===== config.mk =====
export PLATFORM = sky130hd
export DESIGN_NAME = f8_ifetch
export DESIGN_NICKNAME = d
export VERILOG_FILES = /design/src/rtl/f8_pkg.sv /design/src/rtl/f8_byte_queue.sv /design/src/rtl/f8_ifetch.sv
export SDC_FILE = /design/constraint.sdc
export NUM_CORES = 1
export LEC_CHECK = 0
export CAP_MARGIN = 0
export CORE_ASPECT_RATIO = 0.75
export CORE_MARGIN = 1
export CORE_UTILIZATION = 44
export DETAILED_ROUTE_END_ITERATION = 16
export PLACE_DENSITY = 0.6
export SETUP_SLACK_MARGIN = 0.15
export SLEW_MARGIN = 20
export SYNTH_ARGS = -nofsm -noshare
export SYNTH_HDL_FRONTEND = slang
export SYNTH_HIERARCHICAL = 1
export SYNTH_SLANG_ARGS = --single-unit

===== constraint.sdc =====
create_clock -name clk -period 5.7 [get_ports clk]
set_input_delay 0.855 -clock clk [delete_from_list [all_inputs] [get_ports clk]]
set_output_delay 0.855 -clock clk [all_outputs]
set_load 0.1 [all_outputs]

===== src/rtl/f8_pkg.sv =====
// Shared f8 fetch-path types and constants.
// Latency: n/a (declarations only).
// Backpressure: n/a.
package f8_pkg;

    localparam int F8_ADDR_W      = 16;
    localparam int F8_INSN_MAX    = 3;  // longest instruction, bytes
    localparam int F8_FETCH_BYTES = 3;  // bytes returned per instruction read

    typedef logic [F8_ADDR_W-1:0] f8_addr_t;

    // One instruction-read slot: address plus "this is a real request".
    typedef struct packed {
        logic     vld;
        f8_addr_t addr;
    } f8_req_t;

    // Bytes visible to the decoder: occupancy saturated at one instruction.
    function automatic logic [1:0] f8_sat_insn(input logic [3:0] n);
        return (n >= 4'(F8_INSN_MAX)) ? 2'(F8_INSN_MAX) : n[1:0];
    endfunction

endpackage


===== src/rtl/f8_byte_queue.sv =====
// Circular byte FIFO: 3-byte push, 0..3-byte pop, flush, head-3 window.
// Latency: push visible at the head window the cycle after the push edge.
// Backpressure: none; caller guarantees pop <= occupancy and no overflow.
//
// Ports: clk/reset (sync, active-high); flush empties the queue; push_vld/
// push_dat write 3 bytes at the tail; pop retires bytes at the head;
// occ is the current occupancy; win_dat is the first 3 bytes, byte 0 low.
module f8_byte_queue
    import f8_pkg::*;
#(
    parameter int BUF_BYTES = 8
) (
    input  logic                          clk,
    input  logic                          reset,
    input  logic                          flush,
    input  logic                          push_vld,
    input  logic [8*F8_FETCH_BYTES-1:0]   push_dat,
    input  logic [1:0]                    pop,
    output logic [3:0]                    occ,
    output logic [8*F8_INSN_MAX-1:0]      win_dat
);

    localparam logic [4:0] DEPTH = 5'(BUF_BYTES);

    // Storage spans the full pointer range; entries at or above BUF_BYTES
    // are never addressed because every pointer wraps at DEPTH.
    logic [7:0] mem [16];
    logic [3:0] head;
    logic [3:0] cnt;
    logic [3:0] tail0, tail1, tail2;
    logic [3:0] head1, head2;
    logic [3:0] cnt_nxt;

    // Modulo-DEPTH pointer add; both operands are < DEPTH + 3, so a single
    // conditional subtract is enough.
    function automatic logic [3:0] wrap(input logic [3:0] base, input logic [3:0] off);
        logic [4:0] s;
        s = {1'b0, base} + {1'b0, off};
        if (s >= DEPTH) begin
            s = s - DEPTH;
        end
        return s[3:0];
    endfunction

    always_comb begin
        tail0   = wrap(head, cnt);
        tail1   = wrap(tail0, 4'd1);
        tail2   = wrap(tail0, 4'd2);
        head1   = wrap(head, 4'd1);
        head2   = wrap(head, 4'd2);
        cnt_nxt = cnt - 4'(pop) + (push_vld ? 4'(F8_FETCH_BYTES) : 4'd0);
        occ     = cnt;
        win_dat = {mem[head2], mem[head1], mem[head]};
    end

    // A same-edge pop lets the tail wrap onto head slots being retired now;
    // those bytes are gone after this edge, so the overwrite is harmless.
    always_ff @(posedge clk) begin
        if (reset) begin
            head <= '0;
            cnt  <= '0;
            for (int i = 0; i < 16; i++) begin
                mem[i] <= '0;
            end
        end else if (flush) begin
            cnt <= '0;
        end else begin
            if (push_vld) begin
                mem[tail0] <= push_dat[7:0];
                mem[tail1] <= push_dat[15:8];
                mem[tail2] <= push_dat[23:16];
            end
            head <= wrap(head, {2'b00, pop});
            cnt  <= cnt_nxt;
        end
    end

endmodule


===== src/rtl/f8_ifetch.sv =====
// f8 instruction fetch: issues 3-byte reads, queues bytes, feeds the decoder.
// Latency: request presented 1 cycle after issue; bytes at decoder 2 edges later.
// Backpressure: reads issue only while queue space covers all in-flight data.
//
// Ports: clk/reset (sync, active-high); iread_addr/iread_data/iread_valid is
// the memory read port (iread_valid=0 asks for a replay); out_bytes/out_count/
// out_pc present the head of the byte queue; consume retires decoder bytes;
// jump_en/jump_addr redirect fetch and flush everything in flight.
module f8_ifetch
    import f8_pkg::*;
#(
    parameter logic [15:0] RESET_PC  = 16'h0000,
    parameter int          BUF_BYTES = 8
) (
    input  logic                         clk,
    input  logic                         reset,
    output logic [F8_ADDR_W-1:0]         iread_addr,
    input  logic [8*F8_FETCH_BYTES-1:0]  iread_data,
    input  logic                         iread_valid,
    output logic [8*F8_INSN_MAX-1:0]     out_bytes,
    output logic [1:0]                   out_count,
    output logic [F8_ADDR_W-1:0]         out_pc,
    input  logic [1:0]                   consume,
    input  logic                         jump_en,
    input  logic [F8_ADDR_W-1:0]         jump_addr
);

    // pres_q: address the memory samples at the next edge.
    // ret_q:  address sampled at the previous edge; its data is on the bus now.
    f8_req_t  pres_q, ret_q;
    f8_addr_t fetch_pc_q, out_pc_q;

    logic [3:0] occ;
    logic [1:0] pop;
    logic       rsp_ok, rsp_replay, pres_live, issue;
    f8_addr_t   issue_addr;
    logic [5:0] occ_nxt, credit_need;

    always_comb begin
        out_count  = f8_sat_insn(occ);
        pop        = jump_en ? 2'd0 : ((consume > out_count) ? out_count : consume);
        rsp_ok     = ret_q.vld & iread_valid & ~jump_en;
        rsp_replay = ret_q.vld & ~iread_valid & ~jump_en;
        // The presented request survives into the return slot unless a jump
        // kills it or an older replay squashes it (it would arrive out of order).
        pres_live  = pres_q.vld & ~jump_en & ~rsp_replay;
        issue_addr = jump_en ? jump_addr : (rsp_replay ? ret_q.addr : fetch_pc_q);
        occ_nxt    = jump_en ? 6'd0
                   : 6'(occ) - 6'(pop) + (rsp_ok ? 6'(F8_FETCH_BYTES) : 6'd0);
        // Reserve space for every read that could still land: the surviving
        // presented one plus the candidate new one.
        credit_need = occ_nxt + (pres_live ? 6'(2 * F8_FETCH_BYTES) : 6'(F8_FETCH_BYTES));
        issue       = (credit_need <= 6'(BUF_BYTES));
    end

    always_ff @(posedge clk) begin
        if (reset) begin
            pres_q     <= {1'b0, RESET_PC};
            ret_q      <= '0;
            fetch_pc_q <= RESET_PC;
            out_pc_q   <= RESET_PC;
        end else begin
            ret_q.vld  <= pres_live;
            ret_q.addr <= pres_q.addr;
            pres_q.vld <= issue;
            if (issue) begin
                pres_q.addr <= issue_addr;
                fetch_pc_q  <= issue_addr + 16'(F8_FETCH_BYTES);
            end else begin
                // Hold the rewound/redirected address until credit allows.
                fetch_pc_q  <= issue_addr;
            end
            out_pc_q <= jump_en ? jump_addr : out_pc_q + 16'(pop);
        end
    end

    f8_byte_queue #(
        .BUF_BYTES (BUF_BYTES)
    ) u_queue (
        .clk      (clk),
        .reset    (reset),
        .flush    (jump_en),
        .push_vld (rsp_ok),
        .push_dat (iread_data),
        .pop      (pop),
        .occ      (occ),
        .win_dat  (out_bytes)
    );

    assign iread_addr = pres_q.addr;
    assign out_pc     = out_pc_q;

endmodule


After elaboration in Yosys (flattened, before gate mapping)
Memories as Yosys holds them, arrays and structs flattened. A register that Yosys moved wholly into a read port is not among the register bits.
Index checks and enable logic that the tools add are counted.
Widths: inputs -> output; s select.
- flip-flop bits (word level): 74
- latch bits: 0
- bits in writable memories: 128
- ROM bits: 0
- bits of input ports: 46
- output and inout bits: 58
- logic and storage cells: 84
- memories kept: 1
- memory list (name ; words ; bits a word ; read ports ; clocked after Yosys merged registers in ; write ports ; line ; RTL):
    u_queue.mem ; 16 ; 8 ; 3 ; 1 ; 16 ; f8_byte_queue.sv:27 ; logic [7:0] mem [16];
- add/subtract/negate cells: 19
- multiply operators: 0
- divide/modulo/power cells: 0
- $lt $le $gt $ge: 9
- eq/ne operators: 0
- shift-type cells: 0
- muxes and demuxes: 34
- bitwise operators: 9
- reductions and logical operators: 4
- operators with widths (kind ; number):
    $mux 16 ; 4
    $mux 4 ; 11
    $ge 5x4->1 const B ; 6
    $mux 8 ; 3
    $reduce_or 8->1 ; 3
    $sub 4x4->4 const B ; 6
    $add 16x2->16 ; 1
    $add 16x2->16 const B ; 1
    $add 4x1->5 const B ; 2
    $add 4x2->5 const B ; 2
    $mux 2 ; 5
    $mux 1 ; 9
    $add 5x3->6 ; 1
    $add 6x3->6 ; 1
    $and 1x1->1 ; 6
    $le 6x4->1 const B ; 1
    $mux 6 ; 1
    $add 4x2->5 ; 1
    $add 4x4->5 ; 1
    $sub 4x2->5 ; 1
    $add 4x4->4 ; 1
    $ge 4x2->1 const B ; 1
    $sub 4x2->4 ; 1
    $mux 3 ; 1
    other kinds (3) ; 5

Depth between registers and ports, before layout
Gate-level depths: netlist of run 1.
- depth in word-level cells: 11
- mapped depth: 23
- depth with buffers taken out: 21

Hierarchy
Netlist of run 1, hierarchy kept.
- modules (own cells, without submodules) (module ; times used ; cells each ; area an instance (µm²)):
    f8_byte_queue ; 1 ; 728 ; 9265.1
    f8_ifetch ; 1 ; 440 ; 3778.6

Least setup slack after synthesis of run 1
OpenSTA, ideal clock, no wires.
- kind: register to register
- start point: register u_queue.cnt[2], in the netlist u_queue/occ[2]
- end point: register pres_q (netlist bit iread_addr[12])
- arrival: 5.398 ns
- data required time: 5.579 ns
- path slack: 0.182 ns
- stages on the path, launching flop included: 23
- buffers on the path: 1
- period minus slack after synthesis: 5.518 ns
- cell sequence: dfxtp_1 -> or3_1 -> ha_1 -> nand2b_1 -> a21oi_1 -> a31oi_1 -> nor2_1 -> ha_1 -> inv_1 -> fa_1 -> fa_1 -> inv_1 -> xnor2_1 -> nor2_1 -> ha_1 -> nor2_1 -> a21o_1 -> o211ai_1 -> or4b_4 -> o221a_2 -> buf_2 -> nand2_2 -> mux2_2
- longest elaborated chain between the ends: 10
- RTL lines (item ; line ; RTL):
    from (decl) ; f8_byte_queue.sv:29 ; logic [3:0] cnt;
    from (signal assigned) ; f8_byte_queue.sv:74 ; cnt <= cnt_nxt;
    $ge 4x2->1 (*) ; f8_pkg.sv:20 ; return (n >= 4'(F8_INSN_MAX)) ? 2'(F8_INSN_MAX) : n[1:0];
    $mux 2 (*) ; f8_pkg.sv:20 ;
    net out_count[0] ; f8_ifetch.sv:21 ; output logic [1:0] out_count,
    $gt 2x2->1 ; f8_ifetch.sv:41 ; pop = jump_en ? 2'd0 : ((consume > out_count) ? out_count : consume);
    $mux 2 (*) (2 in series) ; f8_ifetch.sv:41 ;
    net pop[0] ; f8_ifetch.sv:34 ; logic [1:0] pop;
    $sub 4x2->5 (*) ; f8_ifetch.sv:49 ; : 6'(occ) - 6'(pop) + (rsp_ok ? 6'(F8_FETCH_BYTES) : 6'd0);
    $add 5x3->6 (*) ; f8_ifetch.sv:49 ;
    $mux 6 (*) ; f8_ifetch.sv:48 ; occ_nxt = jump_en ? 6'd0
    $add 6x3->6 (*) ; f8_ifetch.sv:52 ; credit_need = occ_nxt + (pres_live ? 6'(2 * F8_FETCH_BYTES) : 6'(F8_FETCH_BYTES));
    $le 6x4->1 (*) ; f8_ifetch.sv:53 ; issue = (credit_need <= 6'(BUF_BYTES));
    to (signal assigned) ; f8_ifetch.sv:58 ; pres_q <= {1'b0, RESET_PC};
    to (decl) ; f8_ifetch.sv:30 ; f8_req_t pres_q, ret_q;
Mark *: on every way through the listed nets, which the timed path passes. The rest lies on a longest branch.
A chain may end at the register's enable or synchronous reset.

Final worst setup path of run 1
- start point: input consume[1]
- end point: register fetch_pc_q[10]
- longest elaborated chain between the ends: 9
- RTL lines (item ; line ; RTL):
    from (decl) ; f8_ifetch.sv:23 ; input logic [1:0] consume,
    $gt 2x2->1 ; f8_ifetch.sv:41 ;
    $mux 2 (2 in series) ; f8_ifetch.sv:41 ;
    net pop[0] ; f8_ifetch.sv:34 ;
    $sub 4x2->5 ; f8_ifetch.sv:49 ;
    $add 5x3->6 ; f8_ifetch.sv:49 ;
    $mux 6 ; f8_ifetch.sv:48 ;
    $add 6x3->6 ; f8_ifetch.sv:52 ;
    $le 6x4->1 ; f8_ifetch.sv:53 ;
    $mux 16 ; f8_ifetch.sv:66 ; if (issue) begin
    to (signal assigned) ; f8_ifetch.sv:68 ; fetch_pc_q <= issue_addr + 16'(F8_FETCH_BYTES);
    to (signal assigned) ; f8_ifetch.sv:71 ; fetch_pc_q <= issue_addr;
    to (decl) ; f8_ifetch.sv:31 ; f8_addr_t fetch_pc_q, out_pc_q;
The timed path passes the listed nets, and every way through them passes these cells.

==> results.txt, run 1 <==
- The routed design has 45900 µm of wire.
- Overall global routing resource usage: 29.9%
* Slew at the pin closest to its max-slew limit: 1.10 ns
- Setup violations remaining at the end of the flow were counted as 0.
* Placement Rows: 54
- 104 I/O pins were placed.
- The count of buffers added on input and output ports is 103.
- Largest vdd supply drop: 239 µV
* Post-synthesis sequential area ratio: 41.4%
- For this run, asynchronously set or reset flops after synthesis account for 0%.
* Wire length the detailed router placed on met1: 20600 µm
- The first TritonRoute pass finished after 8 iterations.
- GR Overflow Total: 0
* Share of post-route cells with drive strength above 1: 17.4%
- Average wire per cell in the routed design: 28.1 µm
* Crit Path Class: primary input to flop
- The signal on the critical path passes through clkdlybuf4s50_1 > ha_1 > o22ai_1 > a21oi_1 > a31oi_1 > nor2_1 > ha_1 > inv_1 > fa_1 > fa_1 > inv_1 > xnor2_1 > nor2_1 > ha_1 > nor2_1 > a21o_1 > o311ai_1 > o221ai_2 > buf_4 > nor4_1 > mux2_1.
* Worst setup slack after layout: 0.479 ns
* Maximum number of pins on one net before global-route repair: 70
- Remaining number of nets flagged by the antenna check after routing: 0
* Vias: 10700
* Total cell area at the placement stage: 14400 µm²
* Slowest cell on the critical path: fa_1
- Final slew viol count: 0
- Setup repair after global routing left no endpoint under its margin.
* Final weighted congestion in routability-driven placement: 1.01
- Met3 Wirelength: 6850 µm
- DRC viols: 0
- Endpoint required time on the critical path: 6.10 ns
- Worst Setup Slack post-DPL: 0.00473 ns
- The number of clock buffers added by TritonCTS is 23.
* Ranking of synthesized cells by area: edfxtp_1 29%, mux4_2 14%, dfxtp_1 12%, and3_1 2.9%, ha_1 2.6%
* DR WL met2: 17600 µm
- H-tree levels: 1
- Number of antenna violations at the first check in global routing: 2
- Lkg Pwr: 5.76 nW
- The first global-routing pass estimated 66700 µm of wire.
* Most frequent standard cell in the layout excluding fill and tap cells: edfxtp_1
- After routing the design area is 15100 µm².
* Highest signal layer in the routed design: met4
- Counting every sink on the clock net gives 206.
* Number of resized instances in the post-cts repair step: 0
* Synth Flop Type: edfxtp_1
- Status: completed
- Number of enable-type register cells in the synthesized netlist: 128
* Synthesized area per cell: 11.2 µm²
- Detailed placement finished with a half-perimeter wire length of 32200 µm.
- Syn Std Cell Area: 13000 µm²
- In the synthesized netlist, the number of instances is 1168.
* Layout net count: 1303
- Final hold analysis gives a worst-case slack of 0.479 ns.
* Power, Total: 0.00640 W
- In this run, distinct cell masters in the synthesized netlist total 82.
* Count of warnings emitted by yosys: 6
- The worst setup path is launched from a primary input.
- The worst path uses 91.6% of the clock period.
* TNS Setup: 0 ns
- N_diodes: 0
- The number of nets in the synthesized netlist is 1248.
* Worst setup skew after layout: 0.0140 ns
- CTS clock-pin slew for the worst setup and hold paths: 0.06 ns
- Headroom to the max-slew limit came out at 26.8%.
- Largest buffer count on any clock path: 3
- In this run the worst path has a maximum fanout of 9.
- Highest clock frequency the design can meet: 192 MHz
- In this design, the largest share of critical-path delay is due to adder cells.
* Commonest cells after routing, fill and taps aside: 128 x edfxtp_1, 98 x clkdlybuf4s50_1, 80 x mux4_2
- Number of global-route vias before repair: 9876
- Layout overhead on the synthesized area: 15.9%
- Total power density per cell area: 424 nW/µm²
- The largest total area in the synthesized netlist belongs to edfxtp_1.
- After clock tree synthesis, the flow added hold-fix buffers numbering 0.
- Worst hold path class: flop to flop
- Register bit total from synthesis: 206
- Clock latency on the worst-skew pair, taken at its later pin, is 0.53 ns.
- The floorplan step defined a core boundary enclosing 29100 µm².
- Number of buffer and inverter instances along the worst setup path: 4
* Clock tree from TritonCTS: done
- Using the TritonRoute via totals, the vias-per-cell ratio works out to 6.56.
- Post-route minimum period: 5.22 ns
- In this run the biggest area consumer among cell types represents 29.5% of the synthesized area.
- Data arrives at the worst endpoint at 5.63 ns.
- Y dimension of the die: 151 µm
- The die is 201 µm wide.
- Starting DRT DRC Count: 1746
- Max-cap violations in this run came to 0.
* Number of buffers added for setup after CTS: 0
- Critical path endpoint category: flop
- Count of endpoints failing hold in the final timing report: 0
- Clock Root Buffer: clkbuf_16
* Worst stage delay on the critical path: 0.45 ns
- Initial core utilization: 44.8%
* Die footprint: 30300 µm²
-- worst reg2reg max path, stage by stage (launching register included) --
cell	delay, ns
dfxtp_1	0.31
or3_1	0.36
ha_1	0.30
o22ai_1	0.20
a21oi_1	0.09
a31oi_1	0.22
nor2_1	0.10
ha_1	0.20
inv_1	0.07
fa_1	0.45
fa_1	0.38
inv_1	0.09
xnor2_1	0.12
nor2_1	0.06
ha_1	0.32
nor2_1	0.06
a21o_1	0.18
o311ai_1	0.40
o221ai_2	0.21
buf_4	0.20
nor4_1	0.31
mux2_1	0.37
-- kinds of logic (layout without fill, tap and decap cells) --
logic type,Yosys count,after routing,synth area share [%]
AO/OA/AOI/OAI,272,272,15.8
XOR/XNOR,22,22,1.64
adder cells (fa/ha/maj),34,34,3.66
buffers and inverters,155,227,5.40
flip-flops,206,206,41.4
multiplexers,102,102,15.5
AND/OR/NAND/NOR,377,377,16.5
-- metrics by stage --
stage	instances	utilization (%)
after floorplan	1168	-
after global placement	1590	49.3
after detailed placement	1590	49.3
after CTS	1632	51.9
after global routing	1632	51.9
final	1632	51.9
-- registers in the layout (all words and copies together) (netlist names), named ones only --
register,flops
iread_addr,16
fetch_pc_q,16
u_queue/occ,4
ret_q,17
pres_q,1
u_queue/mem,128
u_queue/head,4
out_pc,16
-- final timing paths --
path / end / cells after the start / start / slack [ns]
hold reg to reg: ret_q[7]$_SDFF_PP0_ / 1 / iread_addr[7]$_SDFFE_PP0P_ / 0.48
setup / recovery: fetch_pc_q[10]$_SDFF_PP0_ / 21 / consume[1] / 0.48
hold / removal: ret_q[7]$_SDFF_PP0_ / 1 / iread_addr[7]$_SDFFE_PP0P_ / 0.48
setup reg to reg: fetch_pc_q[10]$_SDFF_PP0_ / 21 / u_queue/occ[1]$_SDFF_PP0_ / 0.60
-- cell type report --
| class | instances | area [µm²] |
|---|---|---|
| tap | 392 | 490 |
| inverter | 34 | 128 |
| multi-input combinational | 807 | 6940 |
| clock inverter | 9 | 76.3 |
| fill | 2562 | 14000 |
| timing repair buffer | 151 | 1390 |
| clock buffer | 33 | 687 |
| sequential | 206 | 5410 |
-- synth_stat cells (all sizes together), types with 7 or more instances --
| cell type | instances |
|---|---|
| or2 | 10 |
| a22oi | 25 |
| mux2i | 18 |
| clkbuf | 55 |
| nand2 | 53 |
| a21o | 22 |
| nand3 | 31 |
| nor4b | 10 |
| fa | 7 |
| a211oi | 26 |
| nor2b | 37 |
| o21ai | 43 |
| o31ai | 11 |
| a21oi | 31 |
| buf | 66 |
| inv | 33 |
| xor2 | 11 |
| nor2 | 74 |
| a22o | 28 |
| and2 | 18 |
| or4 | 11 |
| a221o | 32 |
| a31oi | 9 |
| dfxtp | 78 |
| nand2b | 10 |
| ha | 27 |
| or3 | 9 |
| xnor2 | 10 |
| nor3 | 22 |
| nor4 | 8 |
| and3 | 61 |
| mux4 | 80 |
| a32oi | 7 |
| edfxtp | 128 |
-- power by group --
group          switching, W  total, W  internal [W]
registers          0.000140   0.00188       0.00174
clock network      0.000637   0.00152      0.000885
logic               0.00202   0.00301      0.000985
-- layer usage --
layer	up-vias	GRT usage, %
li1	4651	-
met1	5272	45.6
met2	710	39.1
met3	81	11.6
met4	0	5.92
met5	-	0
No activity file was read; power rests on OpenSTA's default activity.
==> run 2: changes to the inputs <==
--- a/config.mk
+++ b/config.mk
@@ -11,6 +11,7 @@
 export CORE_UTILIZATION = 44
 export DETAILED_ROUTE_END_ITERATION = 16
 export PLACE_DENSITY = 0.6
+export REMOVE_ABC_BUFFERS = 1
 export SETUP_SLACK_MARGIN = 0.15
 export SLEW_MARGIN = 20
 export SYNTH_ARGS = -nofsm -noshare
==> run 2 against run 1 <==
  * Clock power is 20% higher
  * Largest power group unchanged
  * Design area is 1.1% higher
  * Total power is 3.9% higher
  * Via count is 1.9% lower
  * Critical path type is now flop to flop
  * Cell count hardly changed
  * Die area stayed put
  * Clock-buffer cell count is 4 lower
  * Non-clock buffer count is 3 lower
  * First-iteration DRC count is 30% lower
  * Clock skew hardly changed
==> results.txt, run 2 (synthesized netlist as in run 1, its figures left out) <==
- Status: completed
- Number of setup violations in the final report: 0 (unchanged)
- The aggregate routed wire length came to 42400 µm (-7.6%).
- Ranked by flip-flop count, first place goes to u_queue/mem.
- STA classifies the critical path startpoint as a flop.
- I/O pins: 104 (unchanged)
* Arrival time at the worst endpoint: 5.51 ns (-0.12 ns)
* Layout overhead on the synthesized area: 17.2%
* Detailed Place HPWL: 29300 µm (-9.0%)
- The post-route core utilization is 52.5% (+0.57 points).
- The first-pass detailed-route iteration total is 5 (-3).
* Post-route minimum period: 5.10 ns (-0.125 ns)
* H-tree levels: 1 (unchanged)
* Starting DRT DRC Count: 1229 (-30%)
- Maximum net fanout on the critical path: 33 (+24)
- Number of buffers added by the clock tree synthesis step: 24 (+4.3%)
- Global-route wire length before repair: 63100 µm (-5.5%)
- Overall global routing resource usage: 27.8% (-2.1 points)
* Clock tree from TritonCTS: done
- Die footprint: 30300 µm² (unchanged)
- Area of the core: 29100 µm² (unchanged)
- Worst setup skew after layout: 0.0140 ns (-0.0000295 ns)
* GR Overflow Total: 0 (unchanged)
- Final slew viol count: 0 (unchanged)
- FF-to-FF path depth: 22 (+4.8%)
* Y dimension of the die: 151 µm (unchanged)
- Share of post-route cells with drive strength above 1: 18.6% (+1.1 points)
* Post-route standard cell area excluding fillers: 15300 µm² (+1.1%)
- Skew-Pair Late Insertion Delay: 0.53 ns (about the same)
- The critical path goes through or3_1 > ha_1 > o22ai_1 > a21oi_1 > a31oi_1 > nor2_1 > ha_1 > inv_1 > fa_1 > fa_1 > inv_1 > xnor2_1 > nor2_1 > ha_1 > nor2_1 > a21o_1 > o211ai_1 > or4b_4 > o221ai_2 > buf_12 > nor4_1 > mux2_1.
- DRC viols: 0 (unchanged)
- The routed length per placed instance came to 26.0 µm (-7.5%).
* Final weighted congestion in routability-driven placement: 0.886 (-12%)
* Count of endpoints failing hold in the final timing report: 0 (unchanged)
* Sink count of the clock tree: 206 (unchanged)
* Worst hold path stage count: 1 (unchanged)
- The overall power of the completed layout is 0.00666 W (+3.9%).
- Setup repair after global routing left no endpoint under its margin.
- Slew at the pin closest to its max-slew limit: 1.10 ns (+0.000628 ns)
* CTS clock-pin slew for the worst setup and hold paths: 0.06 ns (about the same)
- Largest regs: u_queue/mem x128, ret_q x17
- # port buffers: 103 (unchanged)
* Via density per instance: 6.44 (-1.9%)
* Die outline width: 201 µm (unchanged)
* Highest clock frequency the design can meet: 196 MHz (+2.5%)
- The standby leakage power came to 5.85 nW (+1.5%).
* Endpoint required time on the critical path: 6.11 ns (about the same)
* Largest buffer count on any clock path: 3 (unchanged)
- The worst stage delay on the critical path is 0.49 ns (+0.04 ns).
- The via count of the first global-routing pass is 10100 (+1.9%).
* Commonest cells after routing, fill and taps aside: 128 x edfxtp_1, 88 x clkdlybuf4s50_1, 80 x mux4_2
- The number of antenna violations at the first check in global routing was 0 (-2).
* Slowest cell on the critical path: or4b_4
- The effective utilization at floorplan is 44.8% (unchanged).
- The via count came to 10500 (-1.9%).
- Most frequent standard cell in the layout excluding fill and tap cells: edfxtp_1
- Total power density per cell area: 435 nW/µm² (+2.8%)
- The share of the cycle needed by the critical path after routing was 89.4% (-2.2 points).
- Placement Rows: 54 (unchanged)
- The worst hold path belongs to the class flop to flop.
* N_diodes: 0 (unchanged)
- In this run the clock root is driven by a clkbuf_16.
- Post-Route Hold Slack: 0.480 ns (+0.00152 ns)
* Critical path endpoint category: flop
- Maximum number of pins on one net before global-route repair: 62 (-11%)
* Slew HR: 26.5% (-0.34 points)
* Largest vdd supply drop: 369 µV (+54%)
- TNS Setup: 0 ns (unchanged)
- The number of nets with antenna violations after routing is 0 (unchanged).
- Layout net count: 1301 (-0.15%)
* Total of max-cap violations: 0 (unchanged)
- Max FFs per register: 128 (unchanged)
- The area after detailed placement came to 14300 µm² (-0.17%).
* Crit Path Class: flop to flop
## run 2: routing by layer
metal / track usage (%) / part of all wire [%] / vias up
li1: - / - / 4651
met4: 6.95 / 2.0 / 0
met5: 0 / 0 / -
met3: 6.86 / 12 / 74
met1: 41.0 / 44 / 5153
met2: 40.5 / 42 / 631
## run 2: area by class of cell
| type | count | area [µm²] |
|---|---|---|
| multi-input combinational | 807 | 6960 |
| tap | 392 | 490 |
| timing repair buffer | 148 | 1350 |
| clock inverter | 15 | 294 |
| fill | 2568 | 13800 |
| clock buffer | 29 | 653 |
| sequential | 206 | 5410 |
| inverter | 34 | 128 |
## run 2: what timing repair did
item,4_1_cts,5_1_grt
endpoints found under the setup margin,0,2
gates resized for setup,0,1
setup buffers,0,0
hold buffers,0,0
## run 2: worst max-delay path, delay by kind of cell (launching register included)
kind                     cells  cell delay [ns]
adder cells (fa/ha/maj)      5             1.65
AND/OR/NAND/NOR              6             1.15
AO/OA/AOI/OAI                6             0.94
flip-flops                   1             0.41
buffers and inverters        3             0.39
multiplexers                 1             0.31
XOR/XNOR                     1             0.12
## run 2: power breakdown
group	internal (W)	switching (W)	total (W)
Sequential	0.00174	0.000141	0.00188
Clock	0.00118	0.000644	0.00183
Combinational	0.000967	0.00198	0.00295
## run 2: final timing paths
check	start	end	slack, ns
setup / recovery	u_queue/occ[3]$_SDFF_PP0_	fetch_pc_q[10]$_SDFF_PP0_	0.60
hold / removal	iread_addr[6]$_SDFFE_PP0P_	ret_q[6]$_SDFF_PP0_	0.48
setup reg to reg	u_queue/occ[3]$_SDFF_PP0_	fetch_pc_q[10]$_SDFF_PP0_	0.60
hold reg to reg	iread_addr[6]$_SDFFE_PP0P_	ret_q[6]$_SDFF_PP0_	0.48
## run 2: stage by stage
| stage | cells | worst slack [ns] |
|---|---|---|
| after floorplan | 1047 | -0.0942 |
| after global placement | 1587 | 0.150 |
| after detailed placement | 1587 | -0.0352 |
| after CTS | 1631 | 0.514 |
| after global routing | 1631 | 0.160 |
| final | 1631 | 0.604 |
